<file path="src/rtl/led_mode_ctrl_if.sv">
// Board-side pin bundle of the LED mode controller: raw key and switches in,
// LEDs and status pulses out.
interface led_mode_ctrl_if #(
  parameter int NB_LED = 8
);
  logic              key_n;
  logic [3:0]        sw;
  logic [NB_LED-1:0] led;
  logic              key_press;
  logic              tick;

  modport master (
    output key_n,
    output sw,
    input  led,
    input  key_press,
    input  tick
  );

  modport slave (
    input  key_n,
    input  sw,
    output led,
    output key_press,
    output tick
  );
endinterface

</file>
<file path="src/rtl/led_mode_ctrl.sv">
// LED mode controller: synchronises and debounces one push-button and drives
// NB_LED LEDs in mirror, blink, chaser or press-counter mode.
module led_mode_ctrl #(
  parameter int CLK_HZ       = 50_000_000,
  parameter int BLINK_HZ     = 1,
  parameter int NB_LED       = 8,
  parameter int DEBOUNCE_CYC = 1_000_000
) (
  input  logic           sys_clk,
  input  logic           sys_rst,
  led_mode_ctrl_if.slave pins
);
  localparam int HALF  = CLK_HZ / (2 * BLINK_HZ);
  localparam int DIV_W = (HALF > 1) ? $clog2(HALF) : 1;
  localparam int DB_W  = $clog2(DEBOUNCE_CYC);

  localparam logic [DIV_W-1:0]  DIV_LAST   = DIV_W'(HALF - 1);
  localparam logic [DIV_W-1:0]  DIV_ONE    = DIV_W'(1);
  localparam logic [DIV_W-1:0]  DIV_ZERO   = {DIV_W{1'b0}};
  localparam logic [DB_W-1:0]   DB_LAST    = DB_W'(DEBOUNCE_CYC - 1);
  localparam logic [DB_W-1:0]   DB_ONE     = DB_W'(1);
  localparam logic [DB_W-1:0]   DB_ZERO    = {DB_W{1'b0}};
  localparam logic [NB_LED-1:0] LED_ZERO   = {NB_LED{1'b0}};
  localparam logic [NB_LED-1:0] LED_ONE    = {{(NB_LED-1){1'b0}}, 1'b1};

  typedef enum logic [1:0] {
    MODE_MIRROR = 2'b00,
    MODE_BLINK  = 2'b01,
    MODE_CHASER = 2'b10,
    MODE_COUNT  = 2'b11
  } mode_e;

  logic              r_key_s1;
  logic              r_key_s2;
  logic [3:0]        r_sw_s1;
  logic [3:0]        r_sw_s2;
  logic              r_key_db;
  logic              r_key_db_d;
  logic [DB_W-1:0]   r_db_cnt;
  logic              r_key_press;
  logic [DIV_W-1:0]  r_div;
  logic              r_tick;
  logic              r_phase;
  logic [NB_LED-1:0] r_chaser;
  logic [NB_LED-1:0] r_press_cnt;
  logic [NB_LED-1:0] r_led;

  mode_e             w_mode;
  logic              w_mode_chg;
  logic [DIV_W-1:0]  w_div_nxt;
  logic [NB_LED-1:0] w_chaser_rot;
  logic [NB_LED-1:0] w_led_live;

  assign w_mode     = mode_e'(r_sw_s2[1:0]);
  assign w_mode_chg = (r_sw_s1[1:0] != r_sw_s2[1:0]);

  // Two-stage synchronisers for the asynchronous key and switches
  always_ff @(posedge sys_clk) begin
    if (sys_rst) begin
      r_key_s1 <= 1'b1;
      r_key_s2 <= 1'b1;
      r_sw_s1  <= 4'b0000;
      r_sw_s2  <= 4'b0000;
    end else begin
      r_key_s1 <= pins.key_n;
      r_key_s2 <= r_key_s1;
      r_sw_s1  <= pins.sw;
      r_sw_s2  <= r_sw_s1;
    end
  end

  // Debounce: accept the new key level only after DEBOUNCE_CYC differing cycles
  always_ff @(posedge sys_clk) begin
    if (sys_rst) begin
      r_key_db    <= 1'b1;
      r_key_db_d  <= 1'b1;
      r_db_cnt    <= DB_ZERO;
      r_key_press <= 1'b0;
    end else begin
      r_key_db_d  <= r_key_db;
      r_key_press <= r_key_db_d & ~r_key_db;
      if (r_key_s2 != r_key_db) begin
        if (r_db_cnt == DB_LAST) begin
          r_key_db <= r_key_s2;
          r_db_cnt <= DB_ZERO;
        end else begin
          r_db_cnt <= r_db_cnt + DB_ONE;
        end
      end else begin
        r_db_cnt <= DB_ZERO;
      end
    end
  end

  // Divider next value and chaser rotation candidate
  always_comb begin
    w_div_nxt    = DIV_ZERO;
    w_chaser_rot = r_chaser;
    if (r_div == DIV_LAST) begin
      w_div_nxt = DIV_ZERO;
    end else begin
      w_div_nxt = r_div + DIV_ONE;
    end
    if (r_sw_s2[2]) begin
      w_chaser_rot = {r_chaser[0], r_chaser[NB_LED-1:1]};
    end else begin
      w_chaser_rot = {r_chaser[NB_LED-2:0], r_chaser[NB_LED-1]};
    end
  end

  // r_tick mirrors "divider at HALF-1", so it is registered from the next count
  always_ff @(posedge sys_clk) begin
    if (sys_rst) begin
      r_div    <= DIV_ZERO;
      r_tick   <= 1'b0;
      r_phase  <= 1'b0;
      r_chaser <= LED_ONE;
    end else begin
      r_div  <= w_div_nxt;
      r_tick <= (w_div_nxt == DIV_LAST);
      if (r_tick) begin
        r_phase <= ~r_phase;
      end
      if (w_mode_chg) begin
        r_chaser <= LED_ONE;
      end else if (r_tick) begin
        r_chaser <= w_chaser_rot;
      end
    end
  end

  // Press counter, wraps naturally at all-ones
  always_ff @(posedge sys_clk) begin
    if (sys_rst) begin
      r_press_cnt <= LED_ZERO;
    end else if (r_key_press) begin
      r_press_cnt <= r_press_cnt + LED_ONE;
    end
  end

  // Live LED pattern for the current mode
  always_comb begin
    w_led_live = LED_ZERO;
    case (w_mode)
      MODE_MIRROR: w_led_live = {{(NB_LED-1){1'b0}}, ~r_key_db};
      MODE_BLINK:  w_led_live = {NB_LED{r_phase}};
      MODE_CHASER: w_led_live = r_chaser;
      MODE_COUNT:  w_led_live = r_press_cnt;
      default:     w_led_live = LED_ZERO;
    endcase
  end

  // LED register; freeze simply stops the load
  always_ff @(posedge sys_clk) begin
    if (sys_rst) begin
      r_led <= LED_ZERO;
    end else if (!r_sw_s2[3]) begin
      r_led <= w_led_live;
    end
  end

  assign pins.led       = r_led;
  assign pins.key_press = r_key_press;
  assign pins.tick      = r_tick;
endmodule

</file>
<file path="src/flat_wrapper.sv">
// flat-port wrapper written by rule: the top's interface ports become plain ports
module led_mode_ctrl_flat 
#(
  parameter int CLK_HZ       = 50_000_000,
  parameter int BLINK_HZ     = 1,
  parameter int NB_LED       = 8,
  parameter int DEBOUNCE_CYC = 1_000_000
)
  (sys_clk, sys_rst, pins_key_n, pins_sw, pins_led, pins_key_press, pins_tick);
  led_mode_ctrl_if #(.NB_LED(NB_LED)) pins_i ();
  input  logic sys_clk;
  input  logic sys_rst;
  input wire logic [$bits(pins_i.key_n)-1:0] pins_key_n;
  input wire logic [$bits(pins_i.sw)-1:0] pins_sw;
  output wire logic [$bits(pins_i.led)-1:0] pins_led;
  output wire logic [$bits(pins_i.key_press)-1:0] pins_key_press;
  output wire logic [$bits(pins_i.tick)-1:0] pins_tick;
  assign pins_i.key_n = pins_key_n;
  assign pins_i.sw = pins_sw;
  assign pins_led = pins_i.led;
  assign pins_key_press = pins_i.key_press;
  assign pins_tick = pins_i.tick;
  led_mode_ctrl #(.CLK_HZ(CLK_HZ), .BLINK_HZ(BLINK_HZ), .NB_LED(NB_LED), .DEBOUNCE_CYC(DEBOUNCE_CYC)) u_core (.sys_clk(sys_clk), .sys_rst(sys_rst), .pins(pins_i));
endmodule
</file>
<file path="config.mk">
export PLATFORM = sky130hd
export DESIGN_NAME = led_mode_ctrl_flat
export DESIGN_NICKNAME = d
export VERILOG_FILES = /design/src/rtl/led_mode_ctrl_if.sv /design/src/rtl/led_mode_ctrl.sv /design/src/flat_wrapper.sv
export SDC_FILE = /design/constraint.sdc
export NUM_CORES = 1
export LEC_CHECK = 0
export ABC_CLOCK_PERIOD_IN_PS = 2650
export CORE_MARGIN = 2
export CORE_UTILIZATION = 35
export CTS_BUF_LIST = sky130_fd_sc_hd__clkbuf_4
export DETAILED_ROUTE_END_ITERATION = 6
export GPL_ROUTABILITY_DRIVEN = 0
export GPL_TIMING_DRIVEN = 0
export MAX_ROUTING_LAYER = met4
export PLACE_DENSITY = 0.62
export SYNTH_ARGS = -nofsm -noshare
export SYNTH_HDL_FRONTEND = slang
export SYNTH_SLANG_ARGS = --single-unit
</file>
<file path="constraint.sdc">
create_clock -name sys_clk -period 2.65 [get_ports sys_clk]
set_input_delay 0.53 -clock sys_clk [delete_from_list [all_inputs] [get_ports sys_clk]]
set_output_delay 0.53 -clock sys_clk [all_outputs]
set_load 0.02 [all_outputs]
</file>
=== Word-level counts from Yosys, hierarchy flattened ===
Cells that the tools add are included.

* Word-level logic and storage cells: 36
* Input port bits: 7
* Bits in registers: 84
* Output and inout bits: 10

* Reductions and logical operators: 4
* Muxes and demuxes: 3
* Bitwise operators: 4
* $add $sub $neg: 3
* Eq/ne operators: 8

{| class="wikitable"
|+ Operators by type and width
! operator !! count
|-
| $eq 25x25->1 const B || 2
|-
| $pmux 8 s4 || 1
|-
| $add 25x1->25 const B || 1
|-
| $mux 25 || 1
|-
| $add 20x1->20 const B || 1
|-
| $eq 20x20->1 const B || 1
|-
| $add 8x1->8 const B || 1
|-
| $mux 8 || 1
|-
| $eq 2x2->1 const B || 2
|-
| $not 1->1 || 3
|-
| $reduce_or 3->1 || 1
|-
| $eq 2x1->1 const B || 1
|-
| $logic_not 2->1 || 1
|-
| $ne 2x2->1 || 1
|-
| $reduce_and 2->1 || 1
|-
| $reduce_or 2->1 || 1
|-
| $and 1x1->1 || 1
|-
| $ne 1x1->1 || 1
|}

=== Longest topological paths before layout ===
* Word-level depth: 3
* Mapped depth: 7
* Mapped depth without buffers: 7

=== Worst setup path after synthesis ===
Ideal clock, no wire load.

* Path kind: register -> register
* Start point: reg u_core.r_div[0]
* End point: reg u_core.r_tick, in the netlist u_core.pins.tick
* Period minus slack after synthesis: 2.054 ns
* Data required time: 2.562 ns
* Path buffers: 0
* Library setup time: 0.088 ns
* Setup slack: 0.596 ns
* Arrival: 1.966 ns
* Stages on the path, launching flop included: 8
* Path through: dfxtp_1 > ha_1 > nand3_1 > nor4_4 > nor2_2 > or3_1 > a211o_1 > nor4_2

* Longest elaborated chain between the ends: 3
* Elaborated cells on any way between the ends: 4
* Those cells by class: add/sub: 1; eq/ne: 2; mux: 1

{| class="wikitable"
|+ Ends and longest elaborated chain
! item !! line !! text
|-
| start: declaration || led_mode_ctrl.sv:41 || <nowiki>logic [DIV_W-1:0] r_div;</nowiki>
|-
| start signal: assignment || led_mode_ctrl.sv:119 || <nowiki>r_div <= w_div_nxt;</nowiki>
|-
| $add 25x1->25 / $eq 25x25->1 (equally long branches) || led_mode_ctrl.sv:102, led_mode_ctrl.sv:99 ||
|-
| $mux 25 * || led_mode_ctrl.sv:99 || <nowiki>if (r_div == DIV_LAST) begin</nowiki>
|-
| $eq 25x25->1 * || led_mode_ctrl.sv:120 || <nowiki>r_tick <= (w_div_nxt == DIV_LAST);</nowiki>
|-
| end signal: assignment || led_mode_ctrl.sv:120 ||
|-
| end: declaration || led_mode_ctrl.sv:42 || <nowiki>logic r_tick;</nowiki>
|}

Mark *: on every way between the ends. The rest lies on a longest branch, timed or not.
A chain may end at the register's enable or synchronous reset.

=== Final worst setup path ===
Ends and elaborated chain as after synthesis.

==> impl_metrics.prom <==
# TYPE chip_impl_metric gauge
chip_impl_metric{name="timing_worst_slew_pin_value",unit="ns"} 0.640
chip_impl_metric{name="max_cap_viol_count",unit=""} 0
chip_impl_metric{name="p_comb_frac",unit=""} 0.038
chip_impl_metric{name="numClockSinks",unit=""} 84
chip_impl_metric{name="switchingPower",unit="mW"} 0.521
chip_impl_metric{name="cts_buffer_depth",unit=""} 2
chip_impl_metric{name="postCtsResizedCells",unit=""} 0
chip_impl_metric{name="power_density",unit="nW/µm²"} 516
chip_impl_info{name="outcome",value="finished clean"} 1
chip_impl_metric{name="dr.first_iter.drc_count",unit=""} 82
chip_impl_metric{name="timing.critical_path.arrival",unit="ns"} 2.74
chip_impl_metric{name="first_global_vias",unit=""} 2745
chip_impl_metric{name="antenna_cells",unit=""} 0
chip_impl_metric{name="place_inst",unit=""} 556
chip_impl_metric{name="synth_seq_cells",unit=""} 84
chip_impl_metric{name="grt_max_degree",unit=""} 17
chip_impl_info{name="synth_top_cells_by_area",value="dfxtp_1 (46%), nor2_1 (7.6%), xor2_1 (6.7%), xnor2_1 (5.3%), nand2_1 (3.2%)"} 1
chip_impl_metric{name="logic_depth_of_the_worst_register_to_register_path",unit=""} 7
chip_impl_metric{name="setup-violations-final",unit=""} 0
chip_impl_info{name="hold_path_startpoint",value="u_core.r_key_db_d"} 1
chip_impl_metric{name="die_w",unit="µm"} 106
chip_impl_metric{name="timing_max_transition_violations_final",unit=""} 0
chip_impl_metric{name="portBuffers",unit=""} 16
chip_impl_metric{name="grt_first_pass_wirelength",unit="µm"} 12300
chip_impl_metric{name="nets",unit=""} 441
chip_impl_metric{name="synth_top_area_frac",unit=""} 0.459
chip_impl_metric{name="cts-buffers-inserted",unit=""} 9
chip_impl_metric{name="fp-row-count",unit=""} 37
chip_impl_info{name="yosys.cell_count.top_type",value="dfxtp_1"} 1
chip_impl_metric{name="post_layout_nonfiller_instances",unit=""} 572
chip_impl_metric{name="drive_gt1_frac",unit=""} 0.0894
chip_impl_metric{name="ant_nets",unit=""} 0
chip_impl_metric{name="switching_part_of_the_total",unit=""} 0.244
chip_impl_metric{name="synthCells",unit=""} 404
chip_impl_info{name="worstReg2RegEnd",value="u_core.pins.tick"} 1
chip_impl_metric{name="finalHoldViolCount",unit=""} 0
chip_impl_metric{name="ctsHoldBuffers",unit=""} 0
chip_impl_metric{name="overflow",unit=""} 0
chip_impl_metric{name="finalWorstPathRequiredPeriod",unit="ns"} 2.42
chip_impl_info{name="holdPathEnd",value="u_core.pins.key_press"} 1
chip_impl_metric{name="intPower",unit="mW"} 1.62
chip_impl_metric{name="cts_setup_buffers",unit=""} 0
chip_impl_metric{name="clkTransAtPathRegs",unit="ns"} 0.14
chip_impl_metric{name="critPathMaxFanout",unit=""} 6
chip_impl_metric{name="die-area",unit="µm²"} 11300
chip_impl_info{name="crit-reg2reg-launch",value="u_core.r_div[0]"} 1
chip_impl_metric{name="ioPinCount",unit=""} 17
chip_impl_info{name="root_buffer",value="clkbuf_4"} 1
chip_impl_metric{name="antenna_violations_before_repair",unit=""} 0
chip_impl_info{name="crit_path_start",value="u_core.r_div[0]"} 1
chip_impl_metric{name="ys_async_sr_fraction",unit=""} 0
chip_impl_metric{name="synth_warnings",unit=""} 0
chip_impl_metric{name="avgViaCountPerCell",unit=""} 4.77
chip_impl_metric{name="detailed_route_wire_length_per_cell",unit="µm"} 12.0
chip_impl_metric{name="core",unit="µm²"} 10200
chip_impl_metric{name="total_track_usage",unit=""} 0.137
chip_impl_metric{name="postSynthNetCount",unit=""} 414
chip_impl_metric{name="clock-skew-final",unit="ns"} 0.0211
chip_impl_metric{name="start_util",unit=""} 0.358
chip_impl_metric{name="cts-htree-levels",unit=""} 3
chip_impl_metric{name="cp_data_required_time",unit="ns"} 2.97
chip_impl_metric{name="route.vias.total",unit=""} 2726
chip_impl_metric{name="synth_cell_types",unit=""} 42
chip_impl_info{name="rsz0062_at_grt",value="false"} 1
chip_impl_metric{name="power.clock.fraction",unit=""} 0.359
chip_impl_info{name="synthFlopType",value="dfxtp_1"} 1
chip_impl_metric{name="hold_depth",unit=""} 2
chip_impl_metric{name="mappedNetlistArea",unit="µm²"} 3660
chip_impl_metric{name="avgSynthCellArea",unit="µm²"} 9.06
chip_impl_info{name="post_synth_most_frequent_cells",value="dfxtp_1 (84), nor2_1 (74), nand2_1 (31)"} 1
chip_impl_metric{name="die_y",unit="µm"} 106
chip_impl_info{name="synth.largest_area_cell",value="dfxtp_1"} 1
chip_impl_metric{name="final_min_period_over_clock_period",unit=""} 0.911
chip_impl_metric{name="vdd_ir_drop_max",unit="µV"} 200
chip_impl_metric{name="fin_setup_tns",unit="ns"} 0
chip_impl_metric{name="max_slew_margin",unit=""} 0.572
chip_impl_metric{name="flow.area_growth_from_synthesis",unit="%"} 13.0
chip_impl_metric{name="maxClockFrequency",unit="MHz"} 414
chip_impl_metric{name="drc_viols",unit=""} 0
chip_impl_metric{name="worst_skew_pair.late_latency",unit="ns"} 0.42
chip_impl_info{name="tritoncts",value="built"} 1
chip_impl_metric{name="register_area",unit="µm²"} 1680
chip_impl_metric{name="detail_route.wirelength",unit="µm"} 6850
chip_impl_metric{name="seqPwrFrac",unit=""} 0.603
chip_impl_metric{name="drtPass1Iterations",unit=""} 4
chip_impl_info{name="worstSetupPathType",value="reg -> reg"} 1
chip_impl_info{name="min_path_type",value="reg -> reg"} 1
chip_impl_info{name="critPathCaptureType",value="flop"} 1
chip_impl_metric{name="nFillCells",unit=""} 1019
chip_impl_metric{name="dp_hpwl",unit="µm"} 4870
chip_impl_metric{name="multiInputGateArea",unit="µm²"} 1840
chip_impl_metric{name="synth_sequential_area_ratio",unit=""} 0.459
chip_impl_metric{name="power.leakage",unit="nW"} 1.39
chip_impl_metric{name="number_of_synthesized_flops_with_an_enable_pin",unit=""} 0
chip_impl_info{name="critical_path.startpoint_type",value="flop"} 1
chip_impl_metric{name="reg2reg_slack",unit="ns"} 0.23
[cells by family after synthesis]
| family | count (synthesis) | synth area share |
|---|---|---|
| muxes | 19 | 0.0581 |
| AOI/OAI and AO/OA | 25 | 0.0537 |
| buffers and inverters | 35 | 0.0386 |
| and+or+nand+nor | 188 | 0.260 |
| DFF | 84 | 0.459 |
| adders and majority gates | 3 | 0.0103 |
| xor gates and xnor gates | 50 | 0.120 |
[metal layers]
metal,global-route usage,wire length [µm]
met1,0.181,3520
met2,0.203,3010
met3,0.0270,184
met4,0.0602,133
met5,-,0
[layout by cell type, fill, tap and decap left out, drive strengths merged, types with 2 or more instances in the layout]
master	count
dfxtp	84
nor2	75
nand2	31
xor2	28
clkbuf	23
xnor2	22
nand3	21
inv	21
clkdlybuf4s50	16
nand4	14
mux2i	10
and3	9
nor2b	9
mux2	8
nor4	8
a211oi	7
a221oi	7
or3	5
nor3	4
buf	4
a21oi	3
or2	3
or4	3
ha	3
nor3b	2
o21ai	2
o31ai	2
[sequential cells by signal (all words and copies together), names as in the netlist]
register / flops
u_core.pins.key_press: 1
u_core.pins.led: 8
u_core.pins.tick: 1
u_core.r_chaser: 8
u_core.r_db_cnt: 20
u_core.r_div: 25
u_core.r_key_db: 1
u_core.r_key_db_d: 1
u_core.r_key_s1: 1
u_core.r_key_s2: 1
u_core.r_phase: 1
u_core.r_press_cnt: 8
u_core.r_sw_s1: 4
u_core.r_sw_s2: 4
[worst max-delay path by stage]
| stage | to | slack, ns | cells past startpoint |
|---|---|---|---|
| after floorplan | u_core.pins.tick | 0.60 | 7 |
| after global placement | u_core.pins.tick | 0.25 | 7 |
| after detailed placement | u_core.pins.tick | 0.25 | 7 |
| after CTS | u_core.pins.tick | 0.22 | 7 |
| after global routing | u_core.pins.tick | 0.09 | 7 |
| final | u_core.pins.tick | 0.23 | 7 |
[critical path: stages, from the launching register on]
cell and delay [ns]:
dfxtp_1 0.45, ha_1 0.28, nand3_1 0.22, nor4_4 0.44, nor2_2 0.04, or3_1 0.31
a211o_1 0.31, nor4_2 0.29
[power groups by stage]
stage,Combinational (mW),Clock [mW],Sequential (mW)
2_1_floorplan,0.0490,0,1.32
4_1_cts,0.0822,0.797,1.29
6_report,0.0811,0.768,1.29
3_3_place_gp,0.0811,0,1.32
5_1_grt,0.0911,0.849,1.29
3_5_place_dp,0.0817,0,1.32
[area by class of cell]
type / count / share of cell area
clock buffer: 9 / 0.0163
timing repair buffer: 16 / 0.0387
buffer: 18 / 0.0188
inverter: 17 / 0.0154
multi-input combinational: 285 / 0.444
sequential: 84 / 0.407
tap: 136 / 0.0411
clock inverter: 7 / 0.0191
[through the flow]
stage / instance area [µm²] / hold slack [ns] / power, mW / setup slack, ns / utilization
final: 4140 / 0.424 / 2.14 / 0.235 / 0.404
after global routing: 4140 / 0.465 / 2.23 / 0.0867 / 0.404
after CTS: 4140 / 0.423 / 2.17 / 0.216 / 0.404
after detailed placement: 3990 / 0.403 / 1.40 / 0.245 / 0.390
after global placement: 3990 / 0.407 / 1.40 / 0.248 / 0.390
after floorplan: 3660 / 0.389 / 1.37 / 0.596 / -
Note: power is estimated with default switching activity, not from simulation.
